--- src/rtl/cache_mem_arbiter.sv ---
// Shares one main-memory port between I-cache refills and D-cache refills/write-backs, beat by beat.
// Build option: define CACHE_MEM_ARB_DPRIO_EN for fixed D-side priority; default is round-robin on ties.
`timescale 1ns/1ps
module cache_mem_arbiter #(
    parameter int LINE_WORDS = 8,
    parameter int ADDR_W     = 32,
    parameter int DATA_W     = 32
) (
    input  logic              CPU_CLK,
    input  logic              CPU_RST_N,
    input  logic              ireq_valid,
    input  logic [ADDR_W-1:0] ireq_addr,
    output logic              ireq_ready,
    output logic              iresp_valid,
    output logic [DATA_W-1:0] iresp_data,
    output logic              iresp_last,
    input  logic              dreq_valid,
    input  logic              dreq_we,
    input  logic [ADDR_W-1:0] dreq_addr,
    output logic              dreq_ready,
    input  logic [DATA_W-1:0] d_wdata,
    output logic              d_wpop,
    output logic              dresp_valid,
    output logic [DATA_W-1:0] dresp_data,
    output logic              dresp_last,
    output logic              mem_valid,
    output logic              mem_we,
    output logic [ADDR_W-1:0] mem_addr,
    output logic [DATA_W-1:0] mem_wdata,
    input  logic [DATA_W-1:0] mem_rdata,
    input  logic              mem_ready
);

    localparam int CNT_W = $clog2(LINE_WORDS);
    localparam int OFF_W = CNT_W + 2;
    localparam logic [1:0] IDLE     = 2'd0;
    localparam logic [1:0] RD_BURST = 2'd1;
    localparam logic [1:0] WR_BURST = 2'd2;
    localparam logic [CNT_W-1:0] CNT_LAST = CNT_W'(LINE_WORDS - 1);
    localparam logic [CNT_W-1:0] CNT_ONE  = CNT_W'(1);

    logic [1:0]              stateReg;
    logic [CNT_W-1:0]        cntReg;
    logic [ADDR_W-OFF_W-1:0] lineReg;
    logic                    ownerDReg;

    logic                    idleLive;
    logic                    pickD;
    logic                    grantI;
    logic                    grantD;
    logic [ADDR_W-OFF_W-1:0] reqLine;
    logic                    busy;
    logic                    rdBeat;
    logic                    wrBeat;
    logic                    lastBeat;
    logic                    unusedAddrBits;

    // Grants are gated by the reset pin so every output reads 0 while reset is held.
    assign idleLive = (stateReg == IDLE) && CPU_RST_N;

`ifdef CACHE_MEM_ARB_DPRIO_EN
    assign pickD = dreq_valid;
`else
    logic lastGrantDReg;

    // On a tie the side that did not win last time goes first.
    assign pickD = dreq_valid && (!ireq_valid || !lastGrantDReg);

    always_ff @(posedge CPU_CLK or negedge CPU_RST_N) begin
        if (!CPU_RST_N) begin
            lastGrantDReg <= 1'b0;
        end else if (grantI || grantD) begin
            lastGrantDReg <= grantD;
        end
    end
`endif

    assign grantD     = idleLive && pickD;
    assign grantI     = idleLive && ireq_valid && !pickD;
    assign ireq_ready = grantI;
    assign dreq_ready = grantD;

    // Only the line number is latched; the word offset comes from the beat counter.
    assign reqLine        = grantD ? dreq_addr[ADDR_W-1:OFF_W] : ireq_addr[ADDR_W-1:OFF_W];
    assign unusedAddrBits = ^{ireq_addr[OFF_W-1:0], dreq_addr[OFF_W-1:0]};

    assign busy     = (stateReg != IDLE);
    assign rdBeat   = (stateReg == RD_BURST) && mem_ready;
    assign wrBeat   = (stateReg == WR_BURST) && mem_ready;
    assign lastBeat = (rdBeat || wrBeat) && (cntReg == CNT_LAST);

    assign mem_valid = busy;
    assign mem_we    = (stateReg == WR_BURST);
    assign mem_addr  = busy ? {lineReg, cntReg, 2'b00} : '0;
    assign mem_wdata = (stateReg == WR_BURST) ? d_wdata : '0;
    assign d_wpop    = wrBeat;

    always_ff @(posedge CPU_CLK or negedge CPU_RST_N) begin
        if (!CPU_RST_N) begin
            stateReg  <= IDLE;
            cntReg    <= '0;
            lineReg   <= '0;
            ownerDReg <= 1'b0;
        end else begin
            case (stateReg)
                IDLE: begin
                    if (grantI || grantD) begin
                        lineReg   <= reqLine;
                        ownerDReg <= grantD;
                        cntReg    <= '0;
                        stateReg  <= (grantD && dreq_we) ? WR_BURST : RD_BURST;
                    end
                end
                RD_BURST, WR_BURST: begin
                    if (mem_ready) begin
                        cntReg <= cntReg + CNT_ONE;
                        if (lastBeat) begin
                            stateReg <= IDLE;
                        end
                    end
                end
                default: begin
                    stateReg <= IDLE;
                    cntReg   <= '0;
                end
            endcase
        end
    end

    // Channel 0 returns to the I-cache, channel 1 to the D-cache.
    for (genvar gi = 0; gi < 2; gi++) begin : gRespCh
        logic              validReg;
        logic [DATA_W-1:0] dataReg;
        logic              lastReg;
        logic              isOwner;
        logic              ackNow;

        assign isOwner = (ownerDReg == (gi == 1));
        assign ackNow  = (gi == 1) && wrBeat && (cntReg == CNT_LAST);

        always_ff @(posedge CPU_CLK or negedge CPU_RST_N) begin
            if (!CPU_RST_N) begin
                validReg <= 1'b0;
                dataReg  <= '0;
                lastReg  <= 1'b0;
            end else begin
                validReg <= 1'b0;
                dataReg  <= '0;
                lastReg  <= 1'b0;
                if (rdBeat && isOwner) begin
                    validReg <= 1'b1;
                    dataReg  <= mem_rdata;
                    lastReg  <= (cntReg == CNT_LAST);
                end else if (ackNow) begin
                    validReg <= 1'b1;
                    lastReg  <= 1'b1;
                end
            end
        end
    end

    assign iresp_valid = gRespCh[0].validReg;
    assign iresp_data  = gRespCh[0].dataReg;
    assign iresp_last  = gRespCh[0].lastReg;
    assign dresp_valid = gRespCh[1].validReg;
    assign dresp_data  = gRespCh[1].dataReg;
    assign dresp_last  = gRespCh[1].lastReg;

endmodule

--- config.mk ---
export PLATFORM = sky130hd
export DESIGN_NAME = cache_mem_arbiter
export DESIGN_NICKNAME = d
export VERILOG_FILES = /design/src/rtl/cache_mem_arbiter.sv
export SDC_FILE = /design/constraint.sdc
export NUM_CORES = 1
export LEC_CHECK = 0
export BUFFER_PORTS_ARGS = -buffer_cell sky130_fd_sc_hd__buf_2
export CAP_MARGIN = 10
export CORE_MARGIN = 2
export CORE_UTILIZATION = 39
export DETAILED_ROUTE_END_ITERATION = 10
export GPL_TIMING_DRIVEN = 0
export MAX_ROUTING_LAYER = met4
export PLACE_DENSITY_LB_ADDON = 0.2
export SYNTH_ARGS = -nofsm -noshare
export SYNTH_HDL_FRONTEND = slang
export SYNTH_SLANG_ARGS = --single-unit
--- constraint.sdc ---
create_clock -name CPU_CLK -period 2 [get_ports CPU_CLK]
set_clock_uncertainty 0.15 [all_clocks]
set_input_delay 0 -clock CPU_CLK [delete_from_list [all_inputs] [get_ports CPU_CLK]]
set_output_delay 0 -clock CPU_CLK [all_outputs]
set_load 0.01 [all_outputs]
Word level (Yosys, flattened, before mapping) --
Index checks and enable logic that the tools add are counted.
Storage, ports and cells: word-level logic and storage cells 61, flip-flop bits (word level) 102, input port bits 134
Operators by class: reduce and logical (&&, ||, !) cells 24, $add $sub $neg 1, mux-type cells 18, equality and inequality tests 6, bitwise gates (word level) 1
Operators with widths (count):
- $mux 32 | 4
- $mux 27 | 1
- $logic_and 1x1->1 | 12
- $mux 2 | 4
- $mux 3 | 2
- $pmux 3 s2 | 1
- $mux 1 | 5
- $ne 2x2->1 const B | 2
- $pmux 2 s2 | 1
- $reduce_and 2->1 | 2
- $add 3x1->3 const B | 1
- $eq 3x3->1 const B | 1
- $logic_not 1->1 | 3
- $logic_or 1x1->1 | 3
- $reduce_and 3->1 | 1
- $eq 2x1->1 const B | 1
- $eq 2x2->1 const B | 1
- $logic_not 2->1 | 1
- $ne 2x1->1 const B | 1
- $reduce_bool 2->1 | 1
- $reduce_or 2->1 | 1
- $not 1->1 | 1

Depth between registers and ports, before layout --
depth after elaboration 8, depth in mapped cells 8

Worst setup path after synthesis --
OpenSTA, ideal clock, no wires.
path type register to register, start point register stateReg[0], end point register lineReg[20], required time 1.725 ns, arrival 1.721 ns, path slack 0.004 ns, period minus slack after synthesis 1.996 ns, stages on the path, launching flop included 8, path through dfrtp_1 inv_1 ha_1 clkbuf_2 and4_4 buf_6 mux2_2 mux2_4
RTL lines:
- from (decl) | RTL line 42 | logic [1:0] stateReg;
- from (signal assigned) | RTL line 111 | stateReg <= (grantD && dreq_we) ? WR_BURST : RD_BURST;
- $logic_not 2->1 * | RTL line 59 | assign idleLive = (stateReg == IDLE) && CPU_RST_N;
- $logic_and 1x1->1 * | RTL line 59
- $logic_and 1x1->1 * | RTL line 78 | assign grantD = idleLive && pickD;
- named net dreq_ready | RTL line 20 | output logic dreq_ready,
- $logic_or 1x1->1 | RTL line 107 | if (grantI || grantD) begin
- $reduce_and 2->1 (no source line)
- to (signal assigned) | RTL line 108 | lineReg <= reqLine;
- to (decl) | RTL line 44 | logic [ADDR_W-OFF_W-1:0] lineReg;
The timed path passes the listed nets; every way through them passes the cells marked *. A chain may end at the register's enable or synchronous reset.

Worst setup path after layout --
start point register stateReg[1], end point register lineReg[25]
On the way: word-level cells in the longest chain between the ends 6
Ends and longest elaborated chain:
- $logic_not 2->1 * | RTL line 59, 105
- $logic_and 1x1->1 | RTL line 59
- $logic_and 1x1->1 (2 in series) | RTL line 79 | assign grantI = idleLive && ireq_valid && !pickD;
- $logic_or 1x1->1 | RTL line 107
- $reduce_and 2->1 (no source line)
Mark *: on every way between the ends. The rest lies on a longest branch, timed or not.

==> out/qor.csv <==
metric;value;unit
outcome;finished with violations;
violations;setup timing;
path_clk_slew;0.07;ns
crit_arrival;2.09;ns
ys.warnings.count;0;
grt_pass1_vias;4333;
drv_slew;0;
hold_viol;0;
drt-initial-drc-count;194;
synth_area;4480;um^2
stdcell_count;885;
rsz0062_at_grt;yes;
fmax;496;MHz
synth-edff-count;0;
yosysMostFrequentCell;dfrtp_1;
worstSkewPairLatency;0.34;ns
synth_top_area_share;0.570;
clock_power_share;0.218;
synthArstFlopShare;1.00;
cts.sinks;102;
p_seq_frac;0.344;
cts_tree;built;
dieWidth;111;um
dp.final_hpwl;8.76;mm
p_int;5.55;mW
rows;39;
cp.required;2.08;ns
fin_nets;877;
port_buffers;258;
finalSetupViolCount;3;
p_sw_frac;0.322;
initial_core_util;0.396;
dp.cells;753;
power;8.18;mW
netlist_instances;350;
end_kind;flop;
avgSynthCellArea;12.8;um^2
worstPathMaxFanout;10;
start_kind;flop;
routed_wl;14.2;mm
drv_cap;0;
drc;0;
gp_congestion;0.840;
ys_types;28;
path_class;reg -> reg;
min_period;2.02;ns
pin_count;271;
coreArea;11300;um^2
yosys-top-cells-count;dfrtp_1, and2_1, nor2b_1, mux2_2, mux2_4;
ant_nets;0;
wl_per_cell;16.0;um
overflow;0;
synth-main-ff-cell;dfrtp_1;
n_fill_cell;850;
vias;4033;
setup_tns;-0.0347;ns
synth_area_leaders;dfrtp_1, and2_1, mux2_4;
combPwrFrac;0.438;
areaGrowthSynthToFinish;73.5;%
drt_first_pass_iters;4;
fin_ws;-0.0161;ns
grt.total_usage;0.222;
p_sw;2.63;mW
ys_seq_area_frac;0.570;
die_h;111;um
synth_top_area_cell;dfrtp_1;
cts_buffers;9;
hp-class;in -> async;
ctsRootBufferMaster;clkbuf_16;
power_leakage;4.31;nW
n_antenna_cell;0;
antenna_found_initial;0;
cts-htree-levels;3;
pwr_density_cell;1050;nW/um^2
fin_crit_sh;1.01;
cts.path.max_buffers;2;
grt_pass1_wl;20.9;mm
grt_max_degree;77;
dieArea;12400;um^2
vdd_drop_max;0.000673;V
synth_seq_cells;102;
vias_per_cell;4.56;
layout-drive-gt1-share;0.509;
==> cells in the final DEF (no fill, tap or decap), drive strengths merged, types with 3 or more instances in the layout <==
| cell | netlist | layout |
|---|---|---|
| ha | 6 | 6 |
| and2 | 98 | 98 |
| clkbuf | 13 | 24 |
| dlygate4sd3 | 0 | 92 |
| dfrtp | 102 | 102 |
| buf | 8 | 289 |
| and3 | 3 | 3 |
| inv | 6 | 9 |
| nor2b | 30 | 30 |
| nor2 | 3 | 3 |
| mux2i | 3 | 3 |
| mux2 | 55 | 55 |
| nand2 | 7 | 7 |
==> metrics by stage <==
| step | hold WS [ns] | setup WS (ns) | area (um^2) | utilization |
|---|---|---|---|---|
| after detailed placement | -0.179 | -0.207 | 5980 | 0.529 |
| after global routing | 0.0419 | -0.0703 | 7770 | 0.687 |
| after floorplan | -0.446 | 0.00390 | 4480 | - |
| after CTS | -0.323 | -0.0504 | 7480 | 0.661 |
| after global placement | 0.0665 | -1.37 | 5950 | 0.526 |
| final | 0.0256 | -0.0161 | 7770 | 0.687 |
==> cells by family (layout without fill, tap and decap cells) <==
| group | count (synthesis) | in the layout | share of synthesized area |
|---|---|---|---|
| multiplexers | 58 | 58 | 0.162 |
| AND/OR/NAND/NOR | 145 | 145 | 0.198 |
| AO/OA/AOI/OAI | 11 | 11 | 0.0184 |
| flip-flops | 102 | 102 | 0.570 |
| adder cells (fa/ha/maj) | 6 | 6 | 0.0168 |
| other | 1 | 2 | 0.000837 |
| buffers and inverters | 27 | 418 | 0.0346 |
==> what timing repair did <==
action                                 4_1_cts  5_1_grt
resized for setup                           32       39
gates cloned                                 2        3
setup endpoints to repair                   58      119
setup buffers                                7        6
hold buffers                                93        7
endpoints found under the hold margin      197       45
pin swaps                                    1        1
==> state kept, by name (all words and copies together) (netlist names) <==
signal / count
iresp_last: 1
dresp_data: 32
iresp_valid: 1
cntReg: 3
iresp_data: 32
lastGrantDReg: 1
dresp_last: 1
gRespCh.isOwner: 1
stateReg: 2
dresp_valid: 1
lineReg: 27
==> final cells by class <==
cell class              count  area (um^2)  share of cell area
flip-flops and latches    102         2550               0.328
inverters                   6         22.5             0.00290
clock inverters             7         78.8              0.0101
multi-input cells         222         1920               0.247
plain buffers              21          184              0.0237
clock buffers               9          225              0.0290
well taps                 143          179              0.0230
repair buffers            375         2610               0.336
==> power groups by stage <==
stage,registers [mW],clock network (mW),logic (mW)
3_5_place_dp,2.83,0,2.89
6_report,2.82,1.78,3.58
5_1_grt,2.87,1.90,3.85
2_1_floorplan,2.89,0,1.72
4_1_cts,2.80,1.83,3.30
3_3_place_gp,2.81,0,2.83
==> worst max-delay path, cell delays in order (launching register included) <==
cell and delay [ns]:
dfrtp_1 0.40, inv_2 0.09, ha_4 0.14, buf_8 0.09, and4_4 0.28, buf_8 0.17, mux2_1 0.33, mux2_4 0.26
==> worst paths after layout <==
kind	depth (start not counted)	endpoint	slack, ns	from
hold reg to reg	1	lineReg[1]	0.36	lineReg[1]
setup reg to reg	7	lineReg[25]	-0.02	stateReg[1]
max in group asynchronous	9	lineReg[9]	0.94	CPU_RST_N
min in group CPU_CLK	3	mem_wdata[15]	0.14	d_wdata[15]
hold / removal	8	dresp_data[6]	0.03	CPU_RST_N
setup / recovery	7	lineReg[25]	-0.02	stateReg[1]
==> layer usage <==
metal	GRT usage	vias up	part of all wire
met4	0.0823	0	0.027
met2	0.429	189	0.56
met1	0.215	1920	0.35
met5	-	-	0
li1	-	1894	-
met3	0.0454	30	0.059
Power figures use the tool's default switching activity.
